$ cat config.mk
export PLATFORM = sky130hd
export DESIGN_NAME = i2c_target_regfile
export DESIGN_NICKNAME = d
export VERILOG_FILES = /design/src/rtl/i2c_target_regfile.sv
export SDC_FILE = /design/constraint.sdc
export NUM_CORES = 2
export LEC_CHECK = 0
export CAP_MARGIN = 15
export CORE_UTILIZATION = 50
export CTS_BUF_LIST = sky130_fd_sc_hd__clkbuf_4 sky130_fd_sc_hd__clkbuf_8
export DETAILED_ROUTE_END_ITERATION = 12
export GPL_ROUTABILITY_DRIVEN = 1
export PLACE_DENSITY_LB_ADDON = 0.2
export SLEW_MARGIN = 10
export SYNTH_ARGS = -nofsm -noshare
export SYNTH_HDL_FRONTEND = slang
export SYNTH_SLANG_ARGS = --single-unit
$ cat constraint.sdc
create_clock -name clk_i -period 188.3 [get_ports clk_i]
set_input_delay 37.66 -clock clk_i [delete_from_list [all_inputs] [get_ports clk_i]]
set_output_delay 37.66 -clock clk_i [all_outputs]
set_load 0.01 [all_outputs]
$ cat src/rtl/i2c_target_regfile.sv
// I2C target with a byte-wide register file: pointer byte, then burst writes or reads.
// Pins are synchronised and edge-detected; SDA is only ever pulled low.
module i2c_target_regfile #(
  parameter logic [6:0] DEV_ADDR    = 7'h39,
  parameter int         NREGS       = 256,
  parameter int         SYNC_STAGES = 2
) (
  input  logic       clk_i,
  input  logic       rst_i,
  input  logic       scl_i,
  input  logic       sda_i,
  output logic       sda_oe_o,
  output logic       reg_wr_o,
  output logic [7:0] reg_addr_o,
  output logic [7:0] reg_wdata_o,
  output logic       busy_o,
  input  logic [7:0] dbg_addr_i,
  output logic [7:0] dbg_data_o
);

  localparam int          AW      = (NREGS > 1) ? $clog2(NREGS) : 1;
  localparam int unsigned NREGS_U = NREGS;

  typedef enum logic [3:0] {
    IDLE, ADDR, SKIP, ADDR_ACK, PTR, PTR_ACK, WDATA, WDATA_ACK, RDATA, MACK
  } state_t;

  state_t                 state;
  logic [SYNC_STAGES-1:0] scl_sync;
  logic [SYNC_STAGES-1:0] sda_sync;
  logic                   scl_prev;
  logic                   sda_prev;
  logic [3:0]             bit_cnt;
  logic [7:0]             shifter;
  logic [7:0]             pointer;
  logic                   rw;
  logic [7:0]             regs [NREGS];

  logic       scl_s, sda_s;
  logic       scl_rise, scl_fall, start_ev, stop_ev;
  logic [7:0] next_byte, ptr_inc, ptr_load, cur_reg;

  // Synchronisers idle high so that leaving reset never fakes a START or STOP.
  always_ff @(posedge clk_i or posedge rst_i) begin
    if (rst_i) begin
      scl_sync <= '1;
      sda_sync <= '1;
      scl_prev <= 1'b1;
      sda_prev <= 1'b1;
    end else begin
      scl_sync <= {scl_sync[SYNC_STAGES-2:0], scl_i};
      sda_sync <= {sda_sync[SYNC_STAGES-2:0], sda_i};
      scl_prev <= scl_sync[SYNC_STAGES-1];
      sda_prev <= sda_sync[SYNC_STAGES-1];
    end
  end

  assign scl_s     = scl_sync[SYNC_STAGES-1];
  assign sda_s     = sda_sync[SYNC_STAGES-1];
  assign scl_rise  = scl_s & ~scl_prev;
  assign scl_fall  = ~scl_s & scl_prev;
  assign start_ev  = scl_s & scl_prev & sda_prev & ~sda_s;
  assign stop_ev   = scl_s & scl_prev & ~sda_prev & sda_s;

  assign next_byte = {shifter[6:0], sda_s};
  assign ptr_inc   = ({24'd0, pointer} == NREGS_U - 1) ? 8'd0 : pointer + 8'd1;
  assign ptr_load  = 8'({24'd0, next_byte} % NREGS_U);
  assign cur_reg   = regs[pointer[AW-1:0]];

  assign busy_o     = (state != IDLE) && (state != SKIP);
  assign dbg_data_o = ({24'd0, dbg_addr_i} < NREGS_U) ? regs[dbg_addr_i[AW-1:0]] : 8'h00;

  // START/STOP override every state; otherwise bits are shifted on SCL rise and
  // SDA is only moved on the cycle an SCL fall is seen.
  always_ff @(posedge clk_i or posedge rst_i) begin
    if (rst_i) begin
      state       <= IDLE;
      bit_cnt     <= 4'd0;
      shifter     <= 8'h00;
      pointer     <= 8'h00;
      rw          <= 1'b0;
      sda_oe_o    <= 1'b0;
      reg_wr_o    <= 1'b0;
      reg_addr_o  <= 8'h00;
      reg_wdata_o <= 8'h00;
      for (int i = 0; i < NREGS; i++) regs[i] <= 8'h00;
    end else begin
      reg_wr_o <= 1'b0;
      if (start_ev) begin
        state    <= ADDR;
        bit_cnt  <= 4'd0;
        sda_oe_o <= 1'b0;
      end else if (stop_ev) begin
        state    <= IDLE;
        sda_oe_o <= 1'b0;
      end else begin
        case (state)
          ADDR: begin
            if (scl_rise && bit_cnt < 4'd8) begin
              shifter <= next_byte;
              bit_cnt <= bit_cnt + 4'd1;
            end else if (scl_fall && bit_cnt == 4'd8) begin
              if (shifter[7:1] == DEV_ADDR) begin
                state    <= ADDR_ACK;
                rw       <= shifter[0];
                sda_oe_o <= 1'b1;
              end else begin
                state <= SKIP;
              end
            end
          end
          ADDR_ACK: begin
            if (scl_fall) begin
              bit_cnt <= 4'd0;
              if (rw) begin
                shifter  <= cur_reg;
                sda_oe_o <= ~cur_reg[7];
                state    <= RDATA;
              end else begin
                sda_oe_o <= 1'b0;
                state    <= PTR;
              end
            end
          end
          PTR: begin
            if (scl_rise && bit_cnt < 4'd8) begin
              shifter <= next_byte;
              bit_cnt <= bit_cnt + 4'd1;
              if (bit_cnt == 4'd7) pointer <= ptr_load;
            end else if (scl_fall && bit_cnt == 4'd8) begin
              state    <= PTR_ACK;
              sda_oe_o <= 1'b1;
            end
          end
          WDATA: begin
            if (scl_rise && bit_cnt < 4'd8) begin
              shifter <= next_byte;
              bit_cnt <= bit_cnt + 4'd1;
              if (bit_cnt == 4'd7) begin
                regs[pointer[AW-1:0]] <= next_byte;
                reg_wr_o              <= 1'b1;
                reg_addr_o            <= pointer;
                reg_wdata_o           <= next_byte;
                pointer               <= ptr_inc;
              end
            end else if (scl_fall && bit_cnt == 4'd8) begin
              state    <= WDATA_ACK;
              sda_oe_o <= 1'b1;
            end
          end
          PTR_ACK, WDATA_ACK: begin
            if (scl_fall) begin
              state    <= WDATA;
              bit_cnt  <= 4'd0;
              sda_oe_o <= 1'b0;
            end
          end
          RDATA: begin
            if (scl_rise && bit_cnt < 4'd8) begin
              bit_cnt <= bit_cnt + 4'd1;
            end else if (scl_fall && bit_cnt == 4'd8) begin
              sda_oe_o <= 1'b0;
              pointer  <= ptr_inc;
              state    <= MACK;
            end else if (scl_fall && bit_cnt != 4'd0) begin
              shifter  <= {shifter[6:0], 1'b0};
              sda_oe_o <= ~shifter[6];
            end
          end
          MACK: begin
            // A falling edge here can only follow an ACKed ninth clock; NACK left already.
            if (scl_rise && sda_s) begin
              state <= SKIP;
            end else if (scl_fall) begin
              shifter  <= cur_reg;
              sda_oe_o <= ~cur_reg[7];
              bit_cnt  <= 4'd0;
              state    <= RDATA;
            end
          end
          default: ;
        endcase
      end
    end
  end

endmodule

==> flow_summary.yaml <==
hold_path:
  whs_path_depth: 0
  hold_start: "scl_sync[0]"
  holdPathEnd: "scl_sync[1]"
  worstHoldPathType: "register to register"
final_layout:
  post-route-util_pct: 55.4
  drive_gt1_share_pct: 57.8
  nNetsFinal: 6925
  syn_to_final_growth_pct: 9.82
  num-fill-cells: 17600
  fin_cells: 10100
global_routing:
  grt_pass1_vias: 70700
  grt_usage_pct: 32.0
  antenna_found_initial: 15
  grt_pass1_wl_um: 517000
  grt_max_degree: 261
  overflow: 0
drt:
  ant_nets: 0
  routed_via_density: 6.90
  routed_wl_um: 353000
  drtPass1Iterations: 6
  num_vias: 69800
  drt-wirelength-per-cell_um: 34.9
  drc: 0
  dr.first_iter.drc_count: 7608
power_and_ir_drop:
  ir_drop_mv: 0.0151
  powerDensity_mw_per_mm2: 8.31
  p_leak_nw: 55.0
sta:
  finalMaxSlewViolations: 0
  final-hold-violation-count: 0
  slew-limit-headroom_pct: 5.42
  fmax_mhz: 12.4
  setup_tns_ns: 0
  layout_min_cycle_time_ns: 80.67
  tightest_slew_ns: 1.42
  fin_crit_sh_pct: 42.8
  setup_slack_ns: 107.63
  setup_viol: 0
  finalClockSkew_ns: 0.103
  rsz0062_at_grt: "false"
worst_setup_path:
  r2r_slack_ns: 181.66
  endpoint_kind: "primary output"
  cp.arrival_ns: 43.01
  required_ns: 150.64
  reg2reg_depth: 10
  worstReg2RegStart: "pointer[0]"
  timing_worst_setup_path_type: "primary input to primary output"
  start_kind: "primary input"
  path_max_fanout: 79
  worstReg2RegEnd: "shifter[7]"
placed_design:
  place_congestion: 0.913
  place_hpwl_um: 226000
  dp.cells: 9486
  numPortBuffers: 38
  dp_worst_setup_slack_ns: 107.65
logic_synthesis:
  syn_area_per_cell_um2: 16.0
  synth_fp_nets: 6958
  yosys_warnings: 0
  ys.flop_type: "dfrtp_1"
  synth_cells: 6940
  synth_seq_area_share_pct: 47.2
  netlist-cell-type-count: 62
  ys_ff_latch: 2097
  ys_async_sr_fraction_pct: 100
  synth_edf_count: 0
  synth_area_mm2: 0.111
clock_network:
  ctsHoldBuffers: 0
  path_clk_slew_ns: 0.05
  clock-root-buffer: "clkbuf_8"
  numCtsBuffers: 374
  cts_setup_buffers: 0
  htreeDepth: 5
  cts_resized: 0
  cts_tree: "built"
  cts_sinks: 2097
  clock_path_buffers: 4
  clk_latency_ns: 1.13
status:
  status: "completed"
floorplanning:
  row_count: 172
  coreArea_mm2: 0.220
  start_util_pct: 50.5
  io_pins: 39
  die_area_mm2: 0.224
  fp.dieW_um: 474
  die_height_um: 474
run:
  cap_violations: 0
metrics by stage:
| stage | power (mW) | hold slack [ns] | cell area [um2] |
|---|---|---|---|
| after floorplan | 0.538 | 0.345 | 111000 |
| after global placement | 0.573 | 0.351 | 114000 |
| after detailed placement | 0.575 | 0.347 | 114000 |
| after CTS | 1.02 | 0.357 | 122000 |
| after global routing | 1.05 | 0.362 | 122000 |
| final | 1.02 | 0.353 | 122000 |
worst max path at each step:
stage | from | endpoint | cells after the start
3_5_place_dp | dbg_addr_i[0] | dbg_data_o[2] | 9
5_1_grt | dbg_addr_i[0] | dbg_data_o[2] | 9
2_1_floorplan | rst_i | bit_cnt[0] | 1
3_3_place_gp | dbg_addr_i[0] | dbg_data_o[5] | 9
6_report | dbg_addr_i[1] | dbg_data_o[2] | 9
4_1_cts | dbg_addr_i[0] | dbg_data_o[2] | 9
layout make-up:
| cell class | count | area (um2) | area share, % |
|---|---|---|---|
| repair buffers | 209 | 1900 | 1.55 |
| diodes | 6 | 15.0 | 0.0123 |
| inverters | 11 | 48.8 | 0.0399 |
| flip-flops and latches | 2097 | 52500 | 43.0 |
| multi-input cells | 4214 | 56300 | 46.1 |
| well taps | 2958 | 3700 | 3.03 |
| clock buffers | 570 | 7140 | 5.85 |
| clock inverters | 56 | 558 | 0.457 |
logic make-up after synthesis:
| group | Yosys count | synth area share (%) |
|---|---|---|
| xor gates and xnor gates | 1 | 0.00787 |
| and+or+nand+nor | 620 | 2.40 |
| buffers and inverters | 629 | 2.32 |
| DFF | 2097 | 47.2 |
| AOI/OAI and AO/OA | 286 | 1.62 |
| adders and majority gates | 6 | 0.0675 |
| muxes | 3301 | 46.4 |
power breakdown:
part | total, mW | internal, mW | switching [mW]
registers | 0.468 | 0.453 | 0.0155
logic | 0.0992 | 0.0181 | 0.0811
clock network | 0.448 | 0.254 | 0.195
total | 1.02 | 0.724 | 0.291
Yosys cell counts (5+ instances only):
library cell     n  area, um2
nor2_1         101        379
o22ai_1         10       62.6
and3_1           7       43.8
ha_1             6       75.1
buf_2          120        601
and2_1          14       87.6
nor4_1           6       37.5
dfstp_2          6        158
mux2i_1         33        330
mux4_2        1287      29000
nand3_1         25        125
mux2_2        1981      22300
buf_4           10       75.1
nand2b_1        12       75.1
a21oi_1         41        205
buf_1           55        206
nor2b_1         18        113
inv_1            8       30.0
nor3_2           5       50.1
nor3_1          10       50.1
a31oi_1          8       50.1
nor2_2          10       62.6
dfrtp_1       2091      52300
nor3b_1          6       45.0
buf_6            5       56.3
or2_2            5       31.3
o21ai_0        110        551
clkbuf_1       428       1610
nand2_1        385       1450
a22oi_1         65        488
metal layers:
layer / vias up / share of wire [%] / global-route usage, %
li1: 27200 / - / -
met1: 38300 / 40 / 44.7
met2: 3498 / 46 / 47.7
met3: 826 / 9.5 / 8.20
met4: 10 / 4.8 / 13.7
met5: - / 0.017 / 0
worst max-delay path, cell delays in order:
cell and delay, ns:
buf_8 0.50, buf_4 0.93, buf_4 0.87, mux4_2 0.42, mux4_2 0.53, mux4_2 0.65
a22oi_1 0.25, nand2_1 0.26, clkdlybuf4s50_1 0.57
layout by cell type, fill, tap and decap left out, types with 7 or more instances in the layout:
cell / count
buf_4: 151
clkbuf_8: 458
and3_1: 7
clkinv_2: 37
clkinvlp_4: 7
clkbuf_4: 112
nor2b_1: 15
and2_1: 13
nand3_1: 24
mux2_2: 1981
nand2b_1: 12
nor3_1: 10
a22oi_1: 65
dfrtp_4: 11
buf_12: 15
clkdlybuf4s50_1: 32
mux4_2: 1287
nor2_2: 22
o21ai_0: 110
a31oi_1: 8
a21oi_1: 41
nor2_1: 88
bufinv_16: 10
mux2i_1: 33
dfrtp_1: 2079
o22ai_1: 10
nand2_1: 385
registers in the layout, indices dropped and copies added, names as in the netlist:
signal,cells
reg_addr_o,8
bit_cnt,4
regs,2048
pointer,8
shifter,8
scl_prev,1
state,4
scl_sync,2
sda_prev,1
rw,1
sda_sync,2
reg_wr_o,1
sda_oe_o,1
reg_wdata_o,8
(Power assumes the default switching activity.)
